--- src/rtl/seq_smul_pkg.sv ---
// Shared types for the sequential shift-add multiplier.
// Holds the controller state encoding.
package seq_smul_pkg;

  typedef enum logic [1:0] {
    IDLE = 2'd0,
    CALC = 2'd1,
    DONE = 2'd2
  } state_t;

endpackage

--- src/rtl/seq_smul_nb.sv ---
// Sequential signed/unsigned shift-add multiplier, valid/ready both sides.
// Optional early exit when the multiplier runs out: SEQ_SMUL_EARLY_TERM_EN.
module seq_smul_nb
  import seq_smul_pkg::*;
#(
  parameter int NBITS = 8
) (
  input  logic               clk,
  input  logic               reset_n,
  input  logic               in_val,
  output logic               in_rdy,
  input  logic [NBITS-1:0]   in0,
  input  logic [NBITS-1:0]   in1,
  input  logic               is_signed,
  output logic               out_val,
  input  logic               out_rdy,
  output logic [2*NBITS-1:0] out
);

  localparam int RW = 2 * NBITS;
  localparam int CW = $clog2(NBITS + 1);

  state_t           state;
  logic [RW-1:0]    acc;
  logic [RW-1:0]    mcand;
  logic [NBITS-1:0] mplr;
  logic [CW-1:0]    cnt;
  logic             neg;

  logic [NBITS-1:0] mag0;
  logic [NBITS-1:0] mag1;
  logic             neg_in;
  logic [RW-1:0]    acc_step;
  logic [NBITS-1:0] mplr_nxt;
  logic [CW-1:0]    cnt_nxt;
  logic             last_step;
  logic [RW-1:0]    res;

  // Operand magnitudes and product sign at accept time.
  always_comb begin
    mag0   = in0;
    mag1   = in1;
    neg_in = 1'b0;
    if (is_signed) begin
      if (in0[NBITS-1])
        mag0 = ~in0 + NBITS'(1);
      if (in1[NBITS-1])
        mag1 = ~in1 + NBITS'(1);
      neg_in = in0[NBITS-1] ^ in1[NBITS-1];
    end
  end

  // One shift-add step and the exit test for it.
  always_comb begin
    acc_step = mplr[0] ? acc + mcand : acc;
    mplr_nxt = mplr >> 1;
    cnt_nxt  = cnt + CW'(1);
`ifdef SEQ_SMUL_EARLY_TERM_EN
    last_step = (cnt_nxt == CW'(NBITS)) ||
                (mplr_nxt == '0);
`else
    last_step = (cnt_nxt == CW'(NBITS));
`endif
  end

  // Handshake flags and sign-corrected product, decoded from state.
  always_comb begin
    in_rdy  = (state == IDLE);
    out_val = (state == DONE);
    res     = neg ? (~acc + RW'(1)) : acc;
    out     = (state == DONE) ? res : '0;
  end

  // Controller and datapath registers.
  always_ff @(posedge clk or negedge reset_n) begin
    if (!reset_n) begin
      state <= IDLE;
      acc   <= '0;
      mcand <= '0;
      mplr  <= '0;
      cnt   <= '0;
      neg   <= 1'b0;
    end else begin
      unique case (state)
        IDLE: begin
          if (in_val) begin
            mcand <= {{NBITS{1'b0}}, mag0};
            mplr  <= mag1;
            neg   <= neg_in;
            acc   <= '0;
            cnt   <= '0;
            state <= CALC;
          end
        end
        CALC: begin
          acc   <= acc_step;
          mcand <= mcand << 1;
          mplr  <= mplr_nxt;
          cnt   <= cnt_nxt;
          if (last_step)
            state <= DONE;
        end
        DONE: begin
          if (out_rdy)
            state <= IDLE;
        end
        default: state <= IDLE;
      endcase
    end
  end

endmodule

--- config.mk ---
export PLATFORM = sky130hd
export DESIGN_NAME = seq_smul_nb
export DESIGN_NICKNAME = d
export VERILOG_FILES = /design/src/rtl/seq_smul_pkg.sv /design/src/rtl/seq_smul_nb.sv
export SDC_FILE = /design/constraint.sdc
export NUM_CORES = 1
export LEC_CHECK = 0
export ABC_AREA = 1
export CAP_MARGIN = 20
export CORE_ASPECT_RATIO = 0.9
export CORE_MARGIN = 8
export CORE_UTILIZATION = 61
export DETAILED_ROUTE_END_ITERATION = 8
export GPL_TIMING_DRIVEN = 1
export PLACE_DENSITY = 0.86
export SYNTH_ARGS = -nofsm -noshare
export SYNTH_HDL_FRONTEND = slang
export SYNTH_SLANG_ARGS = --single-unit
--- constraint.sdc ---
create_clock -name clk -period 4.5 [get_ports clk]
set_input_delay 0.45 -clock clk [delete_from_list [all_inputs] [get_ports clk]]
set_output_delay 0.45 -clock clk [all_outputs]
set_load 0.02 [all_outputs]
==> impl_results.html, run 1 <==
<table>
<tr><th>Metric</th><th>Value</th></tr>
<tr><th colspan="2">Min path</th></tr>
<tr><td>Kind of path behind the tightest hold check</td><td>in2async</td></tr>
<tr><th colspan="2">Logic synthesis</th></tr>
<tr><td>Basic-gate share of the synthesized area counting and, or, nand and nor cells</td><td>29.6%</td></tr>
<tr><td>Fraction of synthesized cell area taken by the top area cell type</td><td>34.1%</td></tr>
<tr><td>Flop and latch count out of synthesis</td><td>47</td></tr>
<tr><td>Number of enable flip-flop cells after synthesis</td><td>0</td></tr>
<tr><td>Dominant synthesized flop cell</td><td>sky130_fd_sc_hd__dfrtp_1</td></tr>
<tr><td>Combinational family with the most area after synthesis</td><td>simple AND/OR/NAND/NOR gates</td></tr>
<tr><td>Synthesized-area fraction occupied by ao, oa, aoi and oai cells</td><td>16.1%</td></tr>
<tr><td>Biggest area contributors in the synthesized netlist</td><td>sky130_fd_sc_hd__dfrtp_1, sky130_fd_sc_hd__nand2_1, sky130_fd_sc_hd__inv_1</td></tr>
<tr><td>Multiplexer fraction of the synthesized cell area</td><td>0%</td></tr>
<tr><td>Biggest area consumer among synthesized cells</td><td>sky130_fd_sc_hd__dfrtp_1</td></tr>
<tr><td>Synth warn</td><td>0</td></tr>
<tr><td>Portion of the post-synthesis area used by sequential elements</td><td>34.1%</td></tr>
<tr><td>Arithmetic-cell share of the synthesized area counting full adders, half adders and majority gates</td><td>7.46%</td></tr>
<tr><td>Fraction of registers with async set/reset</td><td>100%</td></tr>
<tr><td>Number of nets in the synthesized netlist</td><td>553</td></tr>
<tr><td>Cell area after technology mapping</td><td>3450 um2</td></tr>
<tr><td>Post-synthesis cell count</td><td>512</td></tr>
<tr><td>Post-Synthesis Mean Instance Area</td><td>6.74 um2</td></tr>
<tr><td>Synth unique cells</td><td>32</td></tr>
<tr><td>Xor-xnor portion of the synthesized cell area</td><td>2.03%</td></tr>
<tr><th colspan="2">Floorplan</th></tr>
<tr><td>Core region area</td><td>5560 um2</td></tr>
<tr><td>Die height</td><td>87.4 um</td></tr>
<tr><td>Initial core utilization</td><td>62.1%</td></tr>
<tr><td>Die width</td><td>95.3 um</td></tr>
<tr><td>Top-Level Pins</td><td>39</td></tr>
<tr><td>Area of the die</td><td>8330 um2</td></tr>
<tr><td>Number of cell rows</td><td>26</td></tr>
<tr><th colspan="2">Global routing</th></tr>
<tr><td>Via count of the first global-routing pass</td><td>3056</td></tr>
<tr><td>Pin count of the biggest net entering global routing</td><td>48</td></tr>
<tr><td>Global-route wire length before repair</td><td>13.6 mm</td></tr>
<tr><td>Overall routing resource usage</td><td>20.6%</td></tr>
<tr><td>Global-route track usage on met1</td><td>27.0%</td></tr>
<tr><td>GR Layer Usage met2</td><td>33.7%</td></tr>
<tr><td>Total global routing overflow</td><td>0</td></tr>
<tr><td>Initial antenna violation count</td><td>0</td></tr>
<tr><td>Highest-utilization routing layer at the global route stage</td><td>met2</td></tr>
<tr><td>Met3 track demand over resource in global routing</td><td>3.10%</td></tr>
<tr><th colspan="2">STA</th></tr>
<tr><td>Final setup margin</td><td>1.53 ns</td></tr>
<tr><td>Peak clock frequency supported by timing</td><td>0.336 GHz</td></tr>
<tr><td>Max-slew violation count</td><td>0</td></tr>
<tr><td>Ratio of final minimum period to clock period</td><td>66.1%</td></tr>
<tr><td>Maximum clock skew at final layout</td><td>0.0103 ns</td></tr>
<tr><td>Setup TNS</td><td>0 ns</td></tr>
<tr><td>Final hold violation count</td><td>0</td></tr>
<tr><td>Fin Hold WS</td><td>0.0570 ns</td></tr>
<tr><td>Remaining max-slew budget at the tightest pin</td><td>59.4%</td></tr>
<tr><td>Fin crit period</td><td>2.97 ns</td></tr>
<tr><td>Setup Viol. Count Final</td><td>0</td></tr>
<tr><td>RSZ-0062 raised after global routing</td><td>no</td></tr>
<tr><td>Slew at the pin closest to its max-slew limit</td><td>0.608 ns</td></tr>
<tr><th colspan="2">Route</th></tr>
<tr><td>Wire length per cell</td><td>13.3 um</td></tr>
<tr><td>TritonRoute pass-1 iters</td><td>5</td></tr>
<tr><td>Number of violations reported at the end of detailed-routing iteration 0</td><td>244</td></tr>
<tr><td>Post-route DRC</td><td>0</td></tr>
<tr><td>Number of vias after detailed routing</td><td>3395</td></tr>
<tr><td>Detail Route Antenna Nets</td><td>0</td></tr>
<tr><td>Aggregate routed wire length</td><td>8.24 mm</td></tr>
<tr><td>Vias per std cell</td><td>5.48</td></tr>
<tr><th colspan="2">Finish</th></tr>
<tr><td>Final nets</td><td>590</td></tr>
<tr><td>Fraction of final layout cells with drive strength greater than 1</td><td>5.64%</td></tr>
<tr><td>Ant. Diodes</td><td>0</td></tr>
<tr><td>Area added between synthesis and finish</td><td>16.1%</td></tr>
<tr><th colspan="2">Worst setup path</th></tr>
<tr><td>Launching element type of the critical path</td><td>flop</td></tr>
<tr><td>Required time of the critical path</td><td>4.05 ns</td></tr>
<tr><td>Maximum fanout count along the critical path</td><td>6</td></tr>
<tr><td>Crit. End Element</td><td>output port</td></tr>
<tr><td>CP arrival</td><td>2.52 ns</td></tr>
<tr><td>Setup Crit Path Kind</td><td>reg2out</td></tr>
<tr><th colspan="2">CTS</th></tr>
<tr><td>Root buffer cell</td><td>sky130_fd_sc_hd__clkbuf_8</td></tr>
<tr><td>Number of H-tree levels</td><td>2</td></tr>
<tr><td>Clock-pin slew on the worst setup and hold paths</td><td>0.10 ns</td></tr>
<tr><td>Hold-fix buffer count after cts</td><td>0</td></tr>
<tr><td>Number of buffers created by CTS</td><td>5</td></tr>
<tr><td>Setup bufs post-CTS</td><td>0</td></tr>
<tr><td>Resize count post-CTS</td><td>0</td></tr>
<tr><td>Clock sink count</td><td>47</td></tr>
<tr><td>Deepest clock path buffer count</td><td>2</td></tr>
<tr><td>CTS tree</td><td>yes</td></tr>
<tr><td>Clock latency at the later pin of the worst-skew pair</td><td>0.31 ns</td></tr>
<tr><th colspan="2">Power and ir drop</th></tr>
<tr><td>Maximum resistive drop on vdd</td><td>0.000327 V</td></tr>
<tr><td>Power density of the placed cells</td><td>608 nW/um2</td></tr>
<tr><td>Leakage dissipation</td><td>2.04 nW</td></tr>
<tr><th colspan="2">Place</th></tr>
<tr><td>Pre-CTS setup slack</td><td>1.89 ns</td></tr>
<tr><td>Post-DP HPWL</td><td>6.32 mm</td></tr>
<tr><td>Number of buffers inserted by port buffering</td><td>38</td></tr>
<tr><td>Placer congestion estimate</td><td>0.978</td></tr>
<tr><th colspan="2">Outcome</th></tr>
<tr><td>Status</td><td>completed</td></tr>
<tr><th colspan="2">Job</th></tr>
<tr><td>Number of max-cap violations</td><td>0</td></tr>
</table>
layout by cell type (no fill, tap or decap), types with 2 or more instances in the layout:
cell type                         Yosys  routed
sky130_fd_sc_hd__nand2_1            142     142
sky130_fd_sc_hd__dfrtp_1             47      47
sky130_fd_sc_hd__clkbuf_8             0       5
sky130_fd_sc_hd__xor2_1               7       7
sky130_fd_sc_hd__nand3_1             34      34
sky130_fd_sc_hd__o221ai_1             2       2
sky130_fd_sc_hd__ha_1                19      19
sky130_fd_sc_hd__inv_2               10      10
sky130_fd_sc_hd__inv_1               76      76
sky130_fd_sc_hd__clkdlybuf4s50_1      0      37
sky130_fd_sc_hd__nand4_1              3       3
sky130_fd_sc_hd__nor2_4               2       2
sky130_fd_sc_hd__o22ai_1             12      12
sky130_fd_sc_hd__nor2_2               4       4
sky130_fd_sc_hd__a31oi_1              3       3
sky130_fd_sc_hd__a22oi_1             13      13
sky130_fd_sc_hd__nand3b_1             2       2
sky130_fd_sc_hd__nor2_1              43      43
sky130_fd_sc_hd__o21ai_1             23      23
sky130_fd_sc_hd__a21oi_1             27      27
sky130_fd_sc_hd__nor3_1               8       8
sky130_fd_sc_hd__o21ai_0             13      13
sky130_fd_sc_hd__o31ai_1              2       2
sky130_fd_sc_hd__nand2_2              3       3
kinds of logic (layout without fill, tap and decap cells):
| logic type | after synthesis | in the layout |
|---|---|---|
| DFF | 47 | 47 |
| adders and majority gates | 20 | 20 |
| AOI/OAI and AO/OA | 97 | 97 |
| buffers and inverters | 96 | 134 |
| xor gates and xnor gates | 8 | 8 |
| and+or+nand+nor | 244 | 244 |
critical path: stages (launching register included):
cell and delay (ns):
sky130_fd_sc_hd__dfrtp_1 0.41, sky130_fd_sc_hd__inv_2 0.12, sky130_fd_sc_hd__ha_1 0.18, sky130_fd_sc_hd__inv_1 0.06, sky130_fd_sc_hd__nor2_1 0.13, sky130_fd_sc_hd__nand3_1 0.11
sky130_fd_sc_hd__nor2_1 0.19, sky130_fd_sc_hd__nand2_1 0.13, sky130_fd_sc_hd__nand2_1 0.10, sky130_fd_sc_hd__a21oi_1 0.07, sky130_fd_sc_hd__nor2_1 0.11, sky130_fd_sc_hd__clkdlybuf4s50_1 0.61
worst paths after layout:
| kind | slack [ns] | start | cells after the start | to |
|---|---|---|---|---|
| max in group asynchronous | 3.94 | reset_n | 2 | acc[11]$_DFFE_PN0P_ |
| worst max-delay path | 1.53 | acc[1]$_DFFE_PN0P_ | 11 | out[14] |
| worst min-delay path | 0.06 | reset_n | 1 | mplr[7]$_DFFE_PN0P_ |
| worst min register to register | 0.49 | mplr[7]$_DFFE_PN0P_ | 2 | mplr[7]$_DFFE_PN0P_ |
| worst max register to register | 2.66 | acc[0]$_DFFE_PN0P_ | 11 | acc[12]$_DFFE_PN0P_ |
| min in group clk | 0.49 | mplr[7]$_DFFE_PN0P_ | 2 | mplr[7]$_DFFE_PN0P_ |
where the power goes:
part	total, W	leakage, nW	switching (W)	internal (W)
Clock	0.000323	0.0548	0.000156	0.000167
Combinational	0.00135	1.38	0.000870	0.000481
Sequential	0.000763	0.603	0.000170	0.000593
area by class of cell:
| cell class | instances | area, um2 |
|---|---|---|
| inverters | 87 | 329 |
| fillers | 454 | 1550 |
| clock buffers | 5 | 68.8 |
| clock inverters | 3 | 46.3 |
| multi-input cells | 369 | 1910 |
| flip-flops and latches | 47 | 1180 |
| well taps | 70 | 87.6 |
| repair buffers | 39 | 395 |
metrics by stage:
| stage | area (um2) | instances | util, % | total power [W] |
|---|---|---|---|---|
| finish | 4010 | 620 | 72.1 | 0.00244 |
| global placement | 3870 | 611 | 69.7 | 0.00204 |
| CTS | 3990 | 619 | 71.7 | 0.00242 |
| global route | 4010 | 620 | 72.1 | 0.00266 |
| detailed placement | 3870 | 611 | 69.7 | 0.00209 |
| floorplan | 3450 | 512 | - | 0.00178 |
state kept, by name (all words and copies together), names as in the netlist:
signal / cells
mplr: 8
mcand: 16
cnt: 4
state: 2
neg: 1
acc: 16
cell usage after synthesis, types with 4 or more instances:
cell type,n
sky130_fd_sc_hd__nor3_1,8
sky130_fd_sc_hd__nor2_1,43
sky130_fd_sc_hd__inv_2,10
sky130_fd_sc_hd__o22ai_1,12
sky130_fd_sc_hd__ha_1,19
sky130_fd_sc_hd__a22oi_1,13
sky130_fd_sc_hd__nor2_2,4
sky130_fd_sc_hd__a21oi_1,27
sky130_fd_sc_hd__buf_2,6
sky130_fd_sc_hd__inv_1,76
sky130_fd_sc_hd__dfrtp_1,47
sky130_fd_sc_hd__o21ai_0,13
sky130_fd_sc_hd__nand3_1,34
sky130_fd_sc_hd__nand2_1,142
sky130_fd_sc_hd__xor2_1,7
sky130_fd_sc_hd__o21ai_1,23
metal layers:
metal / part of all wire [%] / wire length (um)
met5: 0 / 0
met4: 1.2 / 96
met3: 6.4 / 525
met2: 45 / 3710
met1: 47 / 3910
Note: power is estimated with default switching activity, not from simulation.
==> run 2, diff against run 1 <==
--- a/config.mk
+++ b/config.mk
@@ -9,10 +9,10 @@
 export CAP_MARGIN = 20
 export CORE_ASPECT_RATIO = 0.9
 export CORE_MARGIN = 8
-export CORE_UTILIZATION = 61
+export CORE_UTILIZATION = 52
 export DETAILED_ROUTE_END_ITERATION = 8
 export GPL_TIMING_DRIVEN = 1
-export PLACE_DENSITY = 0.86
+export PLACE_DENSITY = 0.78
 export SYNTH_ARGS = -nofsm -noshare
 export SYNTH_HDL_FRONTEND = slang
 export SYNTH_SLANG_ARGS = --single-unit
==> constraint.sdc (replaced) <==
create_clock -name clk -period 2.4 [get_ports clk]
set_input_delay 0.24 -clock clk [delete_from_list [all_inputs] [get_ports clk]]
set_output_delay 0.24 -clock clk [all_outputs]
set_load 0.02 [all_outputs]
==> impl_results.html, run 2 (same netlist as run 1, synthesis figures left out) <==
<table>
<tr><th>Metric</th><th>Value</th></tr>
<tr><th colspan="2">Outcome</th></tr>
<tr><td>Status</td><td>completed (unchanged)</td></tr>
<tr><th colspan="2">Worst setup path</th></tr>
<tr><td>Setup Crit Path Kind</td><td>reg2out (unchanged)</td></tr>
<tr><td>Critical R2R Launch</td><td>acc[1]$_DFFE_PN0P_ (was acc[0]$_DFFE_PN0P_)</td></tr>
<tr><td>Maximum fanout count along the critical path</td><td>16 (was 6)</td></tr>
<tr><td>Launching element type of the critical path</td><td>flop (unchanged)</td></tr>
<tr><td>Top cell family by delay on the critical path</td><td>buffers and inverters (unchanged)</td></tr>
<tr><td>Required time of the critical path</td><td>2.16 ns (was 4.05 ns)</td></tr>
<tr><td>Delay contributed by the slowest stage of the critical path</td><td>0.63 ns (was 0.61 ns)</td></tr>
<tr><td>Number of buffers and inverters on the critical path</td><td>3 (unchanged)</td></tr>
<tr><td>Critical-path cell with the highest stage delay</td><td>sky130_fd_sc_hd__clkdlybuf4s50_1 (unchanged)</td></tr>
<tr><td>Worst reg-to-reg setup slack</td><td>0.56 ns (was 2.66 ns)</td></tr>
<tr><td>Cells on worst reg2reg path</td><td>11 (unchanged)</td></tr>
<tr><td>Destination of the worst register-to-register timing path</td><td>acc[10]$_DFFE_PN0P_ (was acc[12]$_DFFE_PN0P_)</td></tr>
<tr><td>Critical path cell sequence</td><td>nor2_2, buf_4, inv_1, nor3_1, clkdlybuf4s50_1 (was inv_2, ha_1, inv_1, nor2_1, nand3_1, nor2_1, nand2_1, nand2_1, a21oi_1, nor2_1, clkdlybuf4s50_1)</td></tr>
<tr><td>Crit. End Element</td><td>output port (unchanged)</td></tr>
<tr><td>CP arrival</td><td>2.03 ns (was 2.52 ns)</td></tr>
<tr><th colspan="2">Place</th></tr>
<tr><td>Pre-CTS setup slack</td><td>0.0921 ns (was 1.89 ns)</td></tr>
<tr><td>Number of placed instances with taps included</td><td>637 (was 611)</td></tr>
<tr><td>Placer congestion estimate</td><td>0.916 (was 0.978)</td></tr>
<tr><td>Post-DP HPWL</td><td>6.48 mm (was 6.32 mm)</td></tr>
<tr><td>Cell Area, Placed</td><td>3950 um2 (was 3870 um2)</td></tr>
<tr><td>Number of buffers inserted by port buffering</td><td>38 (unchanged)</td></tr>
<tr><th colspan="2">Finish</th></tr>
<tr><td>Most frequent cells in the layout</td><td>sky130_fd_sc_hd__nand2_1, sky130_fd_sc_hd__inv_1, sky130_fd_sc_hd__dfrtp_1 (unchanged)</td></tr>
<tr><td>Non-filler cells, final</td><td>646 (was 620)</td></tr>
<tr><td>Most common library cell in the layout ignoring fill and taps</td><td>sky130_fd_sc_hd__nand2_1 (unchanged)</td></tr>
<tr><td>Ant. Diodes</td><td>0 (unchanged)</td></tr>
<tr><td>Fraction of final layout cells with drive strength greater than 1</td><td>7.37% (was 5.64%)</td></tr>
<tr><td>Register area</td><td>1180 um2 (unchanged)</td></tr>
<tr><td>Final standard cell area without fillers</td><td>4030 um2 (was 4010 um2)</td></tr>
<tr><td>Multi-input gate area in the final layout</td><td>1910 um2 (about the same)</td></tr>
<tr><td>Area added between synthesis and finish</td><td>16.7% (was 16.1%)</td></tr>
<tr><td>Largest registers in the final layout</td><td>acc: 16 flops, mcand: 16 flops, mplr: 8 flops (unchanged)</td></tr>
<tr><td>Final nets</td><td>596 (was 590)</td></tr>
<tr><td>Count of fill cells added during filler insertion</td><td>615 (was 454)</td></tr>
<tr><th colspan="2">STA</th></tr>
<tr><td>Setup Viol. Count Final</td><td>0 (unchanged)</td></tr>
<tr><td>RSZ-0062 raised after global routing</td><td>no (unchanged)</td></tr>
<tr><td>Setup TNS</td><td>0 ns (unchanged)</td></tr>
<tr><td>Final setup margin</td><td>0.135 ns (was 1.53 ns)</td></tr>
<tr><td>Peak clock frequency supported by timing</td><td>0.441 GHz</td></tr>
<tr><td>Final hold violation count</td><td>0 (unchanged)</td></tr>
<tr><td>Ratio of final minimum period to clock period</td><td>94.4%</td></tr>
<tr><td>Remaining max-slew budget at the tightest pin</td><td>71.1% (was 59.4%)</td></tr>
<tr><td>Maximum clock skew at final layout</td><td>0.00557 ns (was 0.0103 ns)</td></tr>
<tr><td>Max-slew violation count</td><td>0 (unchanged)</td></tr>
<tr><td>Slew at the pin closest to its max-slew limit</td><td>0.432 ns (was 0.608 ns)</td></tr>
<tr><td>Fin crit period</td><td>2.27 ns</td></tr>
<tr><th colspan="2">Power and ir drop</th></tr>
<tr><td>Total Power Consumption</td><td>0.00445 W (was 0.00244 W)</td></tr>
<tr><td>Maximum resistive drop on vdd</td><td>0.000655 V (was 0.000327 V)</td></tr>
<tr><td>Part of the total power dissipated in the clock network</td><td>10.9% (was 13.3%)</td></tr>
<tr><td>Cell internal power dissipation</td><td>0.00225 W (was 0.00124 W)</td></tr>
<tr><td>NetSw</td><td>0.00220 W (was 0.00120 W)</td></tr>
<tr><td>Leakage dissipation</td><td>2.15 nW (was 2.04 nW)</td></tr>
<tr><td>Relative contribution of sequential cells to total power</td><td>31.5% (was 31.3%)</td></tr>
<tr><td>Net Sw Frac</td><td>49.5% (was 49.1%)</td></tr>
<tr><td>Power density of the placed cells</td><td>1100 nW/um2 (was 608 nW/um2)</td></tr>
<tr><td>Combinational fraction of design power</td><td>57.7% (was 55.4%)</td></tr>
<tr><th colspan="2">Global routing</th></tr>
<tr><td>Global-route wire length before repair</td><td>13.9 mm (was 13.6 mm)</td></tr>
<tr><td>Via count of the first global-routing pass</td><td>3210 (was 3056)</td></tr>
<tr><td>Initial antenna violation count</td><td>0 (unchanged)</td></tr>
<tr><td>Overall routing resource usage</td><td>17.8% (was 20.6%)</td></tr>
<tr><td>Pin count of the biggest net entering global routing</td><td>30 (was 48)</td></tr>
<tr><td>Total global routing overflow</td><td>0 (unchanged)</td></tr>
<tr><th colspan="2">Route</th></tr>
<tr><td>Post-route DRC</td><td>0 (unchanged)</td></tr>
<tr><td>Aggregate routed wire length</td><td>8.10 mm (was 8.24 mm)</td></tr>
<tr><td>Wire length per cell</td><td>12.5 um (was 13.3 um)</td></tr>
<tr><td>Detail Route Antenna Nets</td><td>0 (unchanged)</td></tr>
<tr><td>Vias per std cell</td><td>5.28 (was 5.48)</td></tr>
<tr><td>TritonRoute pass-1 iters</td><td>4 (was 5)</td></tr>
<tr><td>Number of vias after detailed routing</td><td>3410 (was 3395)</td></tr>
<tr><td>Number of violations reported at the end of detailed-routing iteration 0</td><td>181 (was 244)</td></tr>
<tr><th colspan="2">CTS</th></tr>
<tr><td>Deepest clock path buffer count</td><td>2 (unchanged)</td></tr>
<tr><td>Setup bufs post-CTS</td><td>0 (unchanged)</td></tr>
<tr><td>Clock sink count</td><td>47 (unchanged)</td></tr>
<tr><td>Clock-pin slew on the worst setup and hold paths</td><td>0.09 ns (was 0.10 ns)</td></tr>
<tr><td>Number of buffers created by CTS</td><td>5 (unchanged)</td></tr>
<tr><td>Clock latency at the later pin of the worst-skew pair</td><td>0.30 ns (was 0.31 ns)</td></tr>
<tr><td>Root buffer cell</td><td>sky130_fd_sc_hd__clkbuf_8 (unchanged)</td></tr>
<tr><td>CTS tree</td><td>yes (unchanged)</td></tr>
<tr><td>Number of H-tree levels</td><td>2 (unchanged)</td></tr>
<tr><th colspan="2">Min path</th></tr>
<tr><td>Kind of path behind the tightest hold check</td><td>in2async (unchanged)</td></tr>
<tr><th colspan="2">Job</th></tr>
<tr><td>Number of max-cap violations</td><td>0 (unchanged)</td></tr>
<tr><th colspan="2">Floorplan</th></tr>
<tr><td>Top-Level Pins</td><td>39 (unchanged)</td></tr>
<tr><td>Core region area</td><td>6520 um2 (was 5560 um2)</td></tr>
<tr><td>Die width</td><td>102 um (was 95.3 um)</td></tr>
<tr><td>Number of cell rows</td><td>28 (was 26)</td></tr>
<tr><td>Initial core utilization</td><td>53.0% (was 62.1%)</td></tr>
<tr><td>Area of the die</td><td>9510 um2 (was 8330 um2)</td></tr>
<tr><td>Die height</td><td>93.3 um (was 87.4 um)</td></tr>
</table>
-- run 2: changes by cell type in the layout (fill, tap and decap cells not counted), sizes merged --
cell	before	now
dlymetal6s2s	0	4
clkinv	0	2
clkdlybuf4s50	37	26
dlygate4sd2	0	3
clkbuf	5	9
dlygate4sd3	0	1
bufinv	1	0
buf	2	7
clkinvlp	1	0
-- run 2: power groups by stage --
stage	clock, W	sequential (W)	combinational, W
2_1_floorplan	0	0.00132	0.00200
3_3_place_gp	0	0.00140	0.00247
3_5_place_dp	0	0.00141	0.00254
4_1_cts	0.000492	0.00139	0.00256
5_1_grt	0.000524	0.00144	0.00297
6_report	0.000483	0.00140	0.00257
-- run 2: stage by stage --
| step | utilization, % | hold slack [ns] |
|---|---|---|
| floorplan | - | -0.0556 |
| CTS | 61.9 | 0.402 |
| global route | 61.9 | 0.456 |
| finish | 61.9 | 0.392 |
| global placement | 60.5 | 0.187 |
| detailed placement | 60.5 | 0.192 |
-- run 2: worst reg2reg max path: stages (launching register included) --
cell and delay, ns:
sky130_fd_sc_hd__dfrtp_1 0.38, sky130_fd_sc_hd__inv_2 0.05, sky130_fd_sc_hd__buf_4 0.15, sky130_fd_sc_hd__fa_1 0.42, sky130_fd_sc_hd__inv_1 0.12, sky130_fd_sc_hd__nand2_1 0.06
sky130_fd_sc_hd__nand3_1 0.18, sky130_fd_sc_hd__nand2_1 0.12, sky130_fd_sc_hd__nand2_1 0.07, sky130_fd_sc_hd__nand2_1 0.04, sky130_fd_sc_hd__nand3_1 0.08, sky130_fd_sc_hd__nand2_1 0.06
-- run 2: area by class of cell --
| cell class | count | share of cell area (%) |
|---|---|---|
| multi-input cells | 369 | 47.4 |
| flip-flops and latches | 47 | 29.2 |
| repair buffers | 45 | 10.3 |
| inverters | 87 | 8.16 |
| well taps | 90 | 2.79 |
| clock buffers | 5 | 1.71 |
| clock inverters | 3 | 0.466 |
-- run 2: timing repair --
action	in CTS	in global routing
hold endpoints to repair	18	0
resized for setup	7	13
hold buffers	1	0
endpoints found under the setup margin	7	8
-- run 2: per-layer routing --
metal	wire (um)	part of all wire, %	global-route usage, %	vias to the layer above
met4	78	0.96	5.25	0
met1	3790	47	22.4	1586
met2	3830	47	31.0	71
met5	0	0	0	-
met3	392	4.8	2.45	8
li1	-	-	-	1745
-- run 2: worst max path at each step --
| stage | startpoint | end | slack [ns] | depth (start not counted) |
|---|---|---|---|---|
| 3_3_place_gp | acc[0]$_DFFE_PN0P_ | out[14] | 0.14 | 11 |
| 5_1_grt | acc[3]$_DFFE_PN0P_ | out[7] | 0.004 | 6 |
| 2_1_floorplan | acc[1]$_DFFE_PN0P_ | out[14] | 0.60 | 10 |
| 6_report | state[0]$_DFFE_PN0P_ | out[2] | 0.13 | 5 |
| 4_1_cts | acc[1]$_DFFE_PN0P_ | out[14] | 0.03 | 11 |
| 3_5_place_dp | acc[1]$_DFFE_PN0P_ | out[14] | 0.09 | 11 |
==> run 3, diff against run 2 <==
--- a/config.mk
+++ b/config.mk
@@ -7,7 +7,7 @@
 export LEC_CHECK = 0
 export ABC_AREA = 1
 export CAP_MARGIN = 20
-export CORE_ASPECT_RATIO = 0.9
+export CORE_ASPECT_RATIO = 1.5
 export CORE_MARGIN = 8
 export CORE_UTILIZATION = 52
 export DETAILED_ROUTE_END_ITERATION = 8
==> impl_results.html, run 3 (same netlist as run 1, synthesis figures left out) <==
<table>
<tr><th>Metric</th><th>Value</th></tr>
<tr><th colspan="2">Outcome</th></tr>
<tr><td>Status</td><td>completed (unchanged)</td></tr>
<tr><th colspan="2">STA</th></tr>
<tr><td>Slew at the pin closest to its max-slew limit</td><td>0.409 ns (was 0.432 ns)</td></tr>
<tr><td>Max-slew violation count</td><td>0 (unchanged)</td></tr>
<tr><td>RSZ-0062 raised after global routing</td><td>no (unchanged)</td></tr>
<tr><td>Ratio of final minimum period to clock period</td><td>96.1% (was 94.4%)</td></tr>
<tr><td>Final hold violation count</td><td>0 (unchanged)</td></tr>
<tr><td>Maximum clock skew at final layout</td><td>0.00565 ns (was 0.00557 ns)</td></tr>
<tr><td>Peak clock frequency supported by timing</td><td>0.434 GHz (was 0.441 GHz)</td></tr>
<tr><td>Fin crit period</td><td>2.31 ns (was 2.27 ns)</td></tr>
<tr><td>Setup Viol. Count Final</td><td>0 (unchanged)</td></tr>
<tr><td>Fin Hold WS</td><td>0.329 ns (was 0.392 ns)</td></tr>
<tr><td>Final setup margin</td><td>0.0944 ns (was 0.135 ns)</td></tr>
<tr><td>Setup TNS</td><td>0 ns (unchanged)</td></tr>
<tr><td>Remaining max-slew budget at the tightest pin</td><td>72.7% (was 71.1%)</td></tr>
<tr><th colspan="2">Worst setup path</th></tr>
<tr><td>CP arrival</td><td>2.07 ns (was 2.03 ns)</td></tr>
<tr><td>Delay contributed by the slowest stage of the critical path</td><td>0.62 ns (was 0.63 ns)</td></tr>
<tr><td>Launching element type of the critical path</td><td>flop (unchanged)</td></tr>
<tr><td>Top cell family by delay on the critical path</td><td>buffers and inverters (unchanged)</td></tr>
<tr><td>Required time of the critical path</td><td>2.16 ns (about the same)</td></tr>
<tr><td>Critical path cell sequence</td><td>nor2_2, buf_4, o21ai_0, a21oi_1, clkdlybuf4s50_1 (was nor2_2, buf_4, inv_1, nor3_1, clkdlybuf4s50_1)</td></tr>
<tr><td>Setup Crit Path Kind</td><td>reg2out (unchanged)</td></tr>
<tr><td>Maximum fanout count along the critical path</td><td>14 (was 16)</td></tr>
<tr><td>Number of buffers and inverters on the critical path</td><td>2 (was 3)</td></tr>
<tr><td>Crit. End Element</td><td>output port (unchanged)</td></tr>
<tr><td>Critical-path cell with the highest stage delay</td><td>sky130_fd_sc_hd__clkdlybuf4s50_1 (unchanged)</td></tr>
<tr><th colspan="2">CTS</th></tr>
<tr><td>Root buffer cell</td><td>sky130_fd_sc_hd__clkbuf_8 (unchanged)</td></tr>
<tr><td>Clock sink count</td><td>47 (unchanged)</td></tr>
<tr><td>Number of buffers created by CTS</td><td>5 (unchanged)</td></tr>
<tr><td>Deepest clock path buffer count</td><td>2 (unchanged)</td></tr>
<tr><td>Number of H-tree levels</td><td>2 (unchanged)</td></tr>
<tr><td>Setup bufs post-CTS</td><td>0 (unchanged)</td></tr>
<tr><td>CTS tree</td><td>yes (unchanged)</td></tr>
<tr><td>Clock latency at the later pin of the worst-skew pair</td><td>0.31 ns (was 0.30 ns)</td></tr>
<tr><td>Clock-pin slew on the worst setup and hold paths</td><td>0.09 ns (about the same)</td></tr>
<tr><th colspan="2">Finish</th></tr>
<tr><td>Largest registers in the final layout</td><td>acc: 16 flops, mcand: 16 flops, mplr: 8 flops (unchanged)</td></tr>
<tr><td>Most common library cell in the layout ignoring fill and taps</td><td>sky130_fd_sc_hd__nand2_1 (unchanged)</td></tr>
<tr><td>Area added between synthesis and finish</td><td>17.5% (was 16.7%)</td></tr>
<tr><td>Final nets</td><td>596 (unchanged)</td></tr>
<tr><td>Fraction of final layout cells with drive strength greater than 1</td><td>7.91% (was 7.37%)</td></tr>
<tr><td>Most frequent cells in the layout</td><td>sky130_fd_sc_hd__nand2_1, sky130_fd_sc_hd__inv_1, sky130_fd_sc_hd__dfrtp_1 (unchanged)</td></tr>
<tr><td>Ant. Diodes</td><td>0 (unchanged)</td></tr>
<tr><td>Non-filler cells, final</td><td>632 (was 646)</td></tr>
<tr><td>Final standard cell area without fillers</td><td>4060 um2 (was 4030 um2)</td></tr>
<tr><th colspan="2">Floorplan</th></tr>
<tr><td>Core region area</td><td>6490 um2 (was 6520 um2)</td></tr>
<tr><td>Initial core utilization</td><td>53.2% (was 53.0%)</td></tr>
<tr><td>Area of the die</td><td>9560 um2 (was 9510 um2)</td></tr>
<tr><td>Top-Level Pins</td><td>39 (unchanged)</td></tr>
<tr><td>Die height</td><td>116 um (was 93.3 um)</td></tr>
<tr><td>Number of cell rows</td><td>36 (was 28)</td></tr>
<tr><td>Die width</td><td>82.5 um (was 102 um)</td></tr>
<tr><th colspan="2">Place</th></tr>
<tr><td>Number of buffers inserted by port buffering</td><td>38 (unchanged)</td></tr>
<tr><td>Cell Area, Placed</td><td>3930 um2 (was 3950 um2)</td></tr>
<tr><td>Pre-CTS setup slack</td><td>0.0371 ns (was 0.0921 ns)</td></tr>
<tr><td>Number of placed instances with taps included</td><td>623 (was 637)</td></tr>
<tr><td>Post-DP HPWL</td><td>6.92 mm (was 6.48 mm)</td></tr>
<tr><td>Placer congestion estimate</td><td>0.930 (was 0.916)</td></tr>
<tr><th colspan="2">Power and ir drop</th></tr>
<tr><td>Power density of the placed cells</td><td>1140 nW/um2 (was 1100 nW/um2)</td></tr>
<tr><td>Leakage dissipation</td><td>2.16 nW (was 2.15 nW)</td></tr>
<tr><td>Maximum resistive drop on vdd</td><td>0.000628 V (was 0.000655 V)</td></tr>
<tr><th colspan="2">Global routing</th></tr>
<tr><td>Global-route wire length before repair</td><td>14.7 mm (was 13.9 mm)</td></tr>
<tr><td>Initial antenna violation count</td><td>0 (unchanged)</td></tr>
<tr><td>Total global routing overflow</td><td>0 (unchanged)</td></tr>
<tr><td>Pin count of the biggest net entering global routing</td><td>22 (was 30)</td></tr>
<tr><td>Via count of the first global-routing pass</td><td>3395 (was 3210)</td></tr>
<tr><td>Overall routing resource usage</td><td>19.2% (was 17.8%)</td></tr>
<tr><th colspan="2">Route</th></tr>
<tr><td>Post-route DRC</td><td>0 (unchanged)</td></tr>
<tr><td>TritonRoute pass-1 iters</td><td>7 (was 4)</td></tr>
<tr><td>Vias per std cell</td><td>5.44 (was 5.28)</td></tr>
<tr><td>Wire length per cell</td><td>13.6 um (was 12.5 um)</td></tr>
<tr><td>Aggregate routed wire length</td><td>8.62 mm (was 8.10 mm)</td></tr>
<tr><td>Number of vias after detailed routing</td><td>3440 (was 3410)</td></tr>
<tr><td>Detail Route Antenna Nets</td><td>0 (unchanged)</td></tr>
<tr><td>Number of violations reported at the end of detailed-routing iteration 0</td><td>202 (was 181)</td></tr>
<tr><th colspan="2">Job</th></tr>
<tr><td>Number of max-cap violations</td><td>0 (unchanged)</td></tr>
<tr><th colspan="2">Min path</th></tr>
<tr><td>Kind of path behind the tightest hold check</td><td>in2async (unchanged)</td></tr>
</table>
-- run 3: final timing paths --
kind | from | slack (ns) | endpoint | cells past startpoint
min in group clk | mplr[7]$_DFFE_PN0P_ | 0.49 | mplr[7]$_DFFE_PN0P_ | 2
worst max-delay path | state[0]$_DFFE_PN0P_ | 0.09 | out[3] | 5
worst min-delay path | reset_n | 0.33 | mcand[5]$_DFFE_PN0P_ | 2
worst min register to register | mplr[7]$_DFFE_PN0P_ | 0.49 | mplr[7]$_DFFE_PN0P_ | 2
worst max register to register | acc[1]$_DFFE_PN0P_ | 0.55 | acc[12]$_DFFE_PN0P_ | 11
max in group asynchronous | reset_n | 1.52 | mcand[15]$_DFFE_PN0P_ | 3
-- run 3: worst register-to-register path, stage by stage (launching register included) --
cell	delay, ns
sky130_fd_sc_hd__dfrtp_1	0.37
sky130_fd_sc_hd__inv_2	0.04
sky130_fd_sc_hd__buf_4	0.15
sky130_fd_sc_hd__fa_1	0.40
sky130_fd_sc_hd__inv_1	0.11
sky130_fd_sc_hd__nand3_1	0.08
sky130_fd_sc_hd__nand3_1	0.16
sky130_fd_sc_hd__nand3_1	0.12
sky130_fd_sc_hd__nand3_1	0.09
sky130_fd_sc_hd__nand2_1	0.05
sky130_fd_sc_hd__nand3_1	0.10
sky130_fd_sc_hd__nand2_1	0.06
-- run 3: metal layers --
layer	track usage (%)	up-vias	share of wire [%]
met5	0	-	0
met4	10.4	0	3.4
met3	2.56	25	4.6
met2	34.5	90	52
met1	20.5	1575	40
li1	-	1750	-
-- run 3: cell type report --
class,count,area (um2)
repair buffers,45,413
clock buffers,6,82.6
flip-flops and latches,47,1180
well taps,76,95.1
inverters,87,329
multi-input cells,369,1920
fillers,599,2430
clock inverters,2,38.8
-- run 3: repair_timing --
action / CTS / global route
resized for setup: 11 / 14
hold buffers: 1 / 0
hold endpoints to repair: 11 / 0
setup endpoints to repair: 8 / 7
pin swaps: 0 / 1
-- run 3: where the power goes --
group	internal [W]	switching, W	total, W	leakage (nW)
Combinational	0.000929	0.00167	0.00259	1.49
Clock	0.000343	0.000295	0.000638	0.0618
Sequential	0.00111	0.000290	0.00140	0.603
-- run 3: through the flow --
step           total power (W)  util, %
2_1_floorplan          0.00333        -
3_3_place_gp           0.00387     60.6
3_5_place_dp           0.00396     60.6
4_1_cts                0.00461     62.5
5_1_grt                0.00506     62.6
6_report               0.00463     62.6
